--- config.mk ---
export PLATFORM = sky130hd
export DESIGN_NAME = pulse_burst_sequencer_flat
export DESIGN_NICKNAME = d
export VERILOG_FILES = /design/src/rtl/pulse_burst_sequencer_if.sv /design/src/rtl/pulse_burst_sequencer.sv /design/src/flat_wrapper.sv
export SDC_FILE = /design/constraint.sdc
export NUM_CORES = 1
export LEC_CHECK = 0
export BUFFER_PORTS_ARGS = -buffer_cell sky130_fd_sc_hd__clkbuf_2
export CAP_MARGIN = 0
export CORE_ASPECT_RATIO = 2
export CORE_MARGIN = 2
export CORE_UTILIZATION = 44
export CTS_CLUSTER_SIZE = 25
export DETAILED_ROUTE_END_ITERATION = 12
export PLACE_DENSITY = 0.65
export SYNTH_ARGS = -nofsm -noshare
export SYNTH_HDL_FRONTEND = slang
export SYNTH_SLANG_ARGS = --single-unit
--- constraint.sdc ---
create_clock -name clk -period 2.55 [get_ports clk]
set_clock_uncertainty 0.15 [all_clocks]
set_input_delay 0.255 -clock clk [delete_from_list [all_inputs] [get_ports clk]]
set_output_delay 0.255 -clock clk [all_outputs]
set_load 0.02 [all_outputs]
--- src/rtl/pulse_burst_sequencer_if.sv ---
// Control/status bundle for pulse_burst_sequencer.
// repeat_burst exists only with PULSE_BURST_REPEAT_EN ("repeat" is a reserved word).
interface pulse_burst_sequencer_if #(
  parameter int unsigned N = 8,
  parameter int unsigned M = 8
);
  logic         ena;
  logic         start;
  logic         abort;
  logic [N-1:0] period;
  logic [M-1:0] count;
`ifdef PULSE_BURST_REPEAT_EN
  logic         repeat_burst;
`endif
  logic         pulse;
  logic         busy;
  logic         done;
  logic         err;
  logic [M-1:0] remaining;

  modport master (
    output ena, start, abort, period, count,
`ifdef PULSE_BURST_REPEAT_EN
    output repeat_burst,
`endif
    input  pulse, busy, done, err, remaining
  );

  modport slave (
    input  ena, start, abort, period, count,
`ifdef PULSE_BURST_REPEAT_EN
    input  repeat_burst,
`endif
    output pulse, busy, done, err, remaining
  );
endinterface

--- src/rtl/pulse_burst_sequencer.sv ---
// Issues a burst of single-cycle pulses spaced by a programmable number of enabled ticks.
// Optional: PULSE_BURST_REPEAT_EN adds repeat_burst to restart the burst instead of finishing.
module pulse_burst_sequencer #(
  parameter int unsigned N = 8,
  parameter int unsigned M = 8
) (
  input logic                   clk,
  input logic                   rst,
  pulse_burst_sequencer_if.slave bus
);

  typedef enum logic [1:0] {
    IDLE = 2'd0,
    RUN  = 2'd1,
    DONE = 2'd2
  } state_t;

  state_t       state_q, state_d;
  logic [N-1:0] tick_q, tick_d;
  logic [N-1:0] per_q, per_d;
  logic [M-1:0] rem_q, rem_d;
  logic         pulse_q, pulse_d;
  logic         busy_q, busy_d;
  logic         done_q, done_d;
  logic         err_q, err_d;
`ifdef PULSE_BURST_REPEAT_EN
  logic [M-1:0] cnt_q, cnt_d;
`endif

  // State and output registers
  always_ff @(posedge clk or negedge rst) begin
    if (!rst) begin
      state_q <= IDLE;
      tick_q  <= '0;
      per_q   <= '0;
      rem_q   <= '0;
      pulse_q <= 1'b0;
      busy_q  <= 1'b0;
      done_q  <= 1'b0;
      err_q   <= 1'b0;
`ifdef PULSE_BURST_REPEAT_EN
      cnt_q   <= '0;
`endif
    end else begin
      state_q <= state_d;
      tick_q  <= tick_d;
      per_q   <= per_d;
      rem_q   <= rem_d;
      pulse_q <= pulse_d;
      busy_q  <= busy_d;
      done_q  <= done_d;
      err_q   <= err_d;
`ifdef PULSE_BURST_REPEAT_EN
      cnt_q   <= cnt_d;
`endif
    end
  end

  // Next-state and next-output logic
  always_comb begin
    state_d = state_q;
    tick_d  = tick_q;
    per_d   = per_q;
    rem_d   = rem_q;
    pulse_d = 1'b0;
    done_d  = 1'b0;
    err_d   = 1'b0;
`ifdef PULSE_BURST_REPEAT_EN
    cnt_d   = cnt_q;
`endif

    case (state_q)
      IDLE: begin
        if (bus.start) begin
          if (bus.period == '0) begin
            err_d = 1'b1;
          end else begin
            per_d  = bus.period;
            tick_d = '0;
            rem_d  = bus.count;
`ifdef PULSE_BURST_REPEAT_EN
            cnt_d  = bus.count;
`endif
            state_d = (bus.count == '0) ? DONE : RUN;
          end
        end
      end

      RUN: begin
        // Abort wins over a terminal tick in the same cycle
        if (bus.abort) begin
          state_d = IDLE;
          tick_d  = '0;
          rem_d   = '0;
        end else if (bus.ena) begin
          if (tick_q == per_q - N'(1)) begin
            pulse_d = 1'b1;
            tick_d  = '0;
            rem_d   = rem_q - M'(1);
            if (rem_q == M'(1)) begin
`ifdef PULSE_BURST_REPEAT_EN
              if (bus.repeat_burst) begin
                rem_d = cnt_q;
              end else begin
                state_d = DONE;
              end
`else
              state_d = DONE;
`endif
            end
          end else begin
            tick_d = tick_q + N'(1);
          end
        end
      end

      DONE: begin
        done_d  = 1'b1;
        state_d = IDLE;
      end

      default: begin
        state_d = IDLE;
      end
    endcase

    busy_d = (state_d != IDLE);
  end

  assign bus.pulse     = pulse_q;
  assign bus.busy      = busy_q;
  assign bus.done      = done_q;
  assign bus.err       = err_q;
  assign bus.remaining = rem_q;

endmodule
--- src/flat_wrapper.sv ---
// flat-port wrapper written by rule: the top's interface ports become plain ports
module pulse_burst_sequencer_flat 
#(
  parameter int unsigned N = 8,
  parameter int unsigned M = 8
)
  (clk, rst, bus_ena, bus_start, bus_abort, bus_period, bus_count, bus_pulse, bus_busy, bus_done, bus_err, bus_remaining);
  pulse_burst_sequencer_if #(.N(N), .M(M)) bus_i ();
  input logic clk;
  input logic rst;
  input wire logic [$bits(bus_i.ena)-1:0] bus_ena;
  input wire logic [$bits(bus_i.start)-1:0] bus_start;
  input wire logic [$bits(bus_i.abort)-1:0] bus_abort;
  input wire logic [$bits(bus_i.period)-1:0] bus_period;
  input wire logic [$bits(bus_i.count)-1:0] bus_count;
  output wire logic [$bits(bus_i.pulse)-1:0] bus_pulse;
  output wire logic [$bits(bus_i.busy)-1:0] bus_busy;
  output wire logic [$bits(bus_i.done)-1:0] bus_done;
  output wire logic [$bits(bus_i.err)-1:0] bus_err;
  output wire logic [$bits(bus_i.remaining)-1:0] bus_remaining;
  assign bus_i.ena = bus_ena;
  assign bus_i.start = bus_start;
  assign bus_i.abort = bus_abort;
  assign bus_i.period = bus_period;
  assign bus_i.count = bus_count;
  assign bus_pulse = bus_i.pulse;
  assign bus_busy = bus_i.busy;
  assign bus_done = bus_i.done;
  assign bus_err = bus_i.err;
  assign bus_remaining = bus_i.remaining;
  pulse_burst_sequencer #(.N(N), .M(M)) u_core (.clk(clk), .rst(rst), .bus(bus_i));
endmodule
==> flow_metrics.py <==
metrics = {
    "power": {
        "ir_drop_mv": 0.703,
        "finalPower_w": 0.00226,
        "p_per_area_nw_per_um2": 1060,
        "p_leak_nw": 0.996,
    },
    "logic_synthesis": {
        "synth-seq-area-share_pct": 41.4,
        "synth_top_area_share_pct": 41.4,
        "synth_top_area_cell": "dfrtp_1",
        "synth_area_leaders": "dfrtp_1, mux2_2, nand2_1",
        "syn_area_um2": 1810,
        "synth_ff_type": "dfrtp_1",
        "synthArstFlopShare_pct": 100,
        "synth_seq_cells": 30,
        "syn_area_per_cell_um2": 9.91,
        "synth_cell_type_count": 51,
        "postSynthCellCount": 183,
        "yosys_warnings": 0,
        "syn-num-nets": 208,
        "synth_edf_count": 0,
    },
    "floorplanning": {
        "rows": 33,
        "initial_core_util_pct": 44.8,
        "die_h_um": 94.8,
        "die_w_um": 49.4,
        "num_io_pins": 33,
        "core_um2": 4050,
        "die_area_um2": 4680,
    },
    "detailed_routing": {
        "wl_per_cell_um": 15.5,
        "dr_total_vias": 1535,
        "dr.pass1.iters": 6,
        "route.detailed.drc": 0,
        "wirelength_mm": 4.26,
        "post_drt_via_cell_ratio": 5.58,
        "drt-initial-drc-count": 37,
        "ant_nets": 0,
    },
    "cts": {
        "clk_latency_ns": 0.27,
        "ctsRootBufferMaster": "clkbuf_8",
        "htree_levels": 2,
        "cts.sinks": 30,
        "cts_tree": "built",
        "post_cts_resized": 0,
        "clock_path_buffers": 2,
        "cts_buffers": 5,
        "path_clk_slew_ns": 0.06,
    },
    "outcome": {
        "status": "finished, final reports clean",
    },
    "critical_path": {
        "reg2reg_slack_ns": 0.14,
        "rr_endpoint": "u_core.bus.remaining[6]",
        "critPathRequiredTime_ns": 2.56,
        "reg2reg_depth": 8,
        "startpoint": "u_core.per_q[0]",
        "critPathKind": "flip-flop to flip-flop",
        "crit_path_end_kind": "flip-flop",
        "cp-start-kind": "flip-flop",
        "reg2reg_from": "u_core.per_q[0]",
        "cp_data_arrival_time_ns": 2.42,
        "path_max_fanout": 9,
    },
    "place": {
        "portBuffers": 32,
        "dp.cells": 267,
        "hpwl_mm": 3.28,
        "place.gp.congestion": 0.787,
    },
    "run": {
        "drv_cap": 0,
    },
    "min_path": {
        "min-delay-start": "bus_count[2]",
        "min_path_cells": 3,
        "holdPathEnd": "u_core.bus.remaining[2]",
        "hp-class": "primary input to flip-flop",
    },
    "global_routing": {
        "track_usage_pct": 20.2,
        "antenna_found_initial": 0,
        "grt_max_degree": 31,
        "overflow": 0,
        "grt_pass1_vias": 1576,
        "grt_pass1_wl_mm": 7.16,
    },
    "timing": {
        "rsz0062_at_grt": "no",
        "worst_pin_slew_ns": 0.744,
        "slew_headroom_pct": 50.4,
        "tns_ns": 0,
        "whs_ns": 0.0600,
        "finalCritPeriodShare_pct": 94.4,
        "finalMaxSlewViolations": 0,
        "max_freq_mhz": 415,
        "setup_violations": 0,
        "finalHoldViolations": 0,
        "finalCriticalPeriod_ns": 2.41,
    },
    "finish": {
        "nets": 249,
        "syn2layout_area_growth_pct": 17.9,
        "antennaDiodeCount": 0,
        "drive_gt1_share_pct": 31.4,
        "fin_cells": 275,
    },
}
-- per-stage QoR --
step / cell area (um^2) / util, % / worst slack, ns
after floorplan: 1810 / - / 0.208
after global placement: 2040 / 50.4 / 0.192
after detailed placement: 2040 / 50.4 / 0.133
after CTS: 2130 / 52.7 / 0.137
after global routing: 2140 / 52.8 / 0.00137
final: 2140 / 52.8 / 0.143
-- registers in the layout (all words and copies together) (netlist names) --
register / flops
u_core.bus.err: 1
u_core.bus.done: 1
u_core.per_q: 8
u_core.bus.remaining: 8
u_core.tick_q: 8
u_core.bus.pulse: 1
u_core.state_q: 2
u_core.bus.busy: 1
-- per-layer routing --
metal	wire length [um]	GRT usage, %	share of wire, %
met5	0	0	0
met4	193	13.4	4.5
met3	164	2.69	3.8
met2	2320	37.7	54
met1	1580	20.4	37
-- worst max path at each step --
| stage | end | slack (ns) | cells past startpoint |
|---|---|---|---|
| detailed placement | u_core.tick_q[0] | 0.13 | 8 |
| floorplan | u_core.bus.remaining[6] | 0.21 | 9 |
| global route | u_core.bus.remaining[2] | 0.001 | 8 |
| finish | u_core.bus.remaining[6] | 0.14 | 8 |
| CTS | u_core.tick_q[0] | 0.14 | 8 |
| global placement | u_core.bus.remaining[6] | 0.19 | 8 |
-- critical path, cell delays in order (launching register included) --
cell and delay [ns]:
dfrtp_1 0.43, inv_1 0.09, ha_1 0.23, xnor3_1 0.41
a32o_1 0.25, o21ai_4 0.09, o31ai_4 0.11, and2_4 0.24
a221o_1 0.30
-- area by class of cell --
type	instances	area, um^2
Clock buffer	6	82.6
Timing Repair Buffer	40	223
Fill cell	412	1910
Multi-Input combinational cell	142	998
Sequential cell	30	751
Inverter	5	18.8
Tap cell	52	65.1
-- report_power, final --
group | internal, W | leakage, nW | switching [W] | total (W)
logic | 0.000475 | 0.565 | 0.000607 | 0.00108
registers | 0.000618 | 0.388 | 0.000196 | 0.000813
clock network | 0.000208 | 0.0431 | 0.000162 | 0.000370
-- cell families (layout without fill, tap and decap cells) --
| family | count (synthesis) | count (layout) | synth area share [%] |
|---|---|---|---|
| buffers and inverters | 11 | 51 | 3.59 |
| flip-flops | 30 | 30 | 41.4 |
| AND/OR/NAND/NOR | 74 | 74 | 22.0 |
| AO/OA/AOI/OAI | 45 | 45 | 19.3 |
| multiplexers | 8 | 8 | 4.90 |
| adder cells (fa/ha/maj) | 4 | 4 | 2.76 |
| XOR/XNOR | 11 | 11 | 6.07 |
-- cell usage after synthesis, types with 5 or more instances --
library cell	count
dfrtp_1	30
nand2_1	19
nor2_1	14
o21ai_0	13
xor2_1	8
mux2_2	7
nor3_1	7
a21oi_1	5
inv_1	5
-- placed cells by master, fill, tap and decap left out, drive strengths merged, types with 3 or more instances in the layout --
cell    instances
o21ai          14
inv             5
buf             7
a22o            4
nand2          19
nand4           4
dfrtp          30
mux2            7
o22ai           4
nor4            5
nor2b           3
a21oi           6
xor2            8
and3            7
ha              4
nand3           4
nor2           15
nor3            8
clkbuf         38
-- repair_timing --
item	4_1_cts	5_1_grt
endpoints found under the hold margin	30	0
buffers inserted	0	1
endpoints found under the setup margin	0	2
hold buffers	1	0
Power figures use the tool's default switching activity.
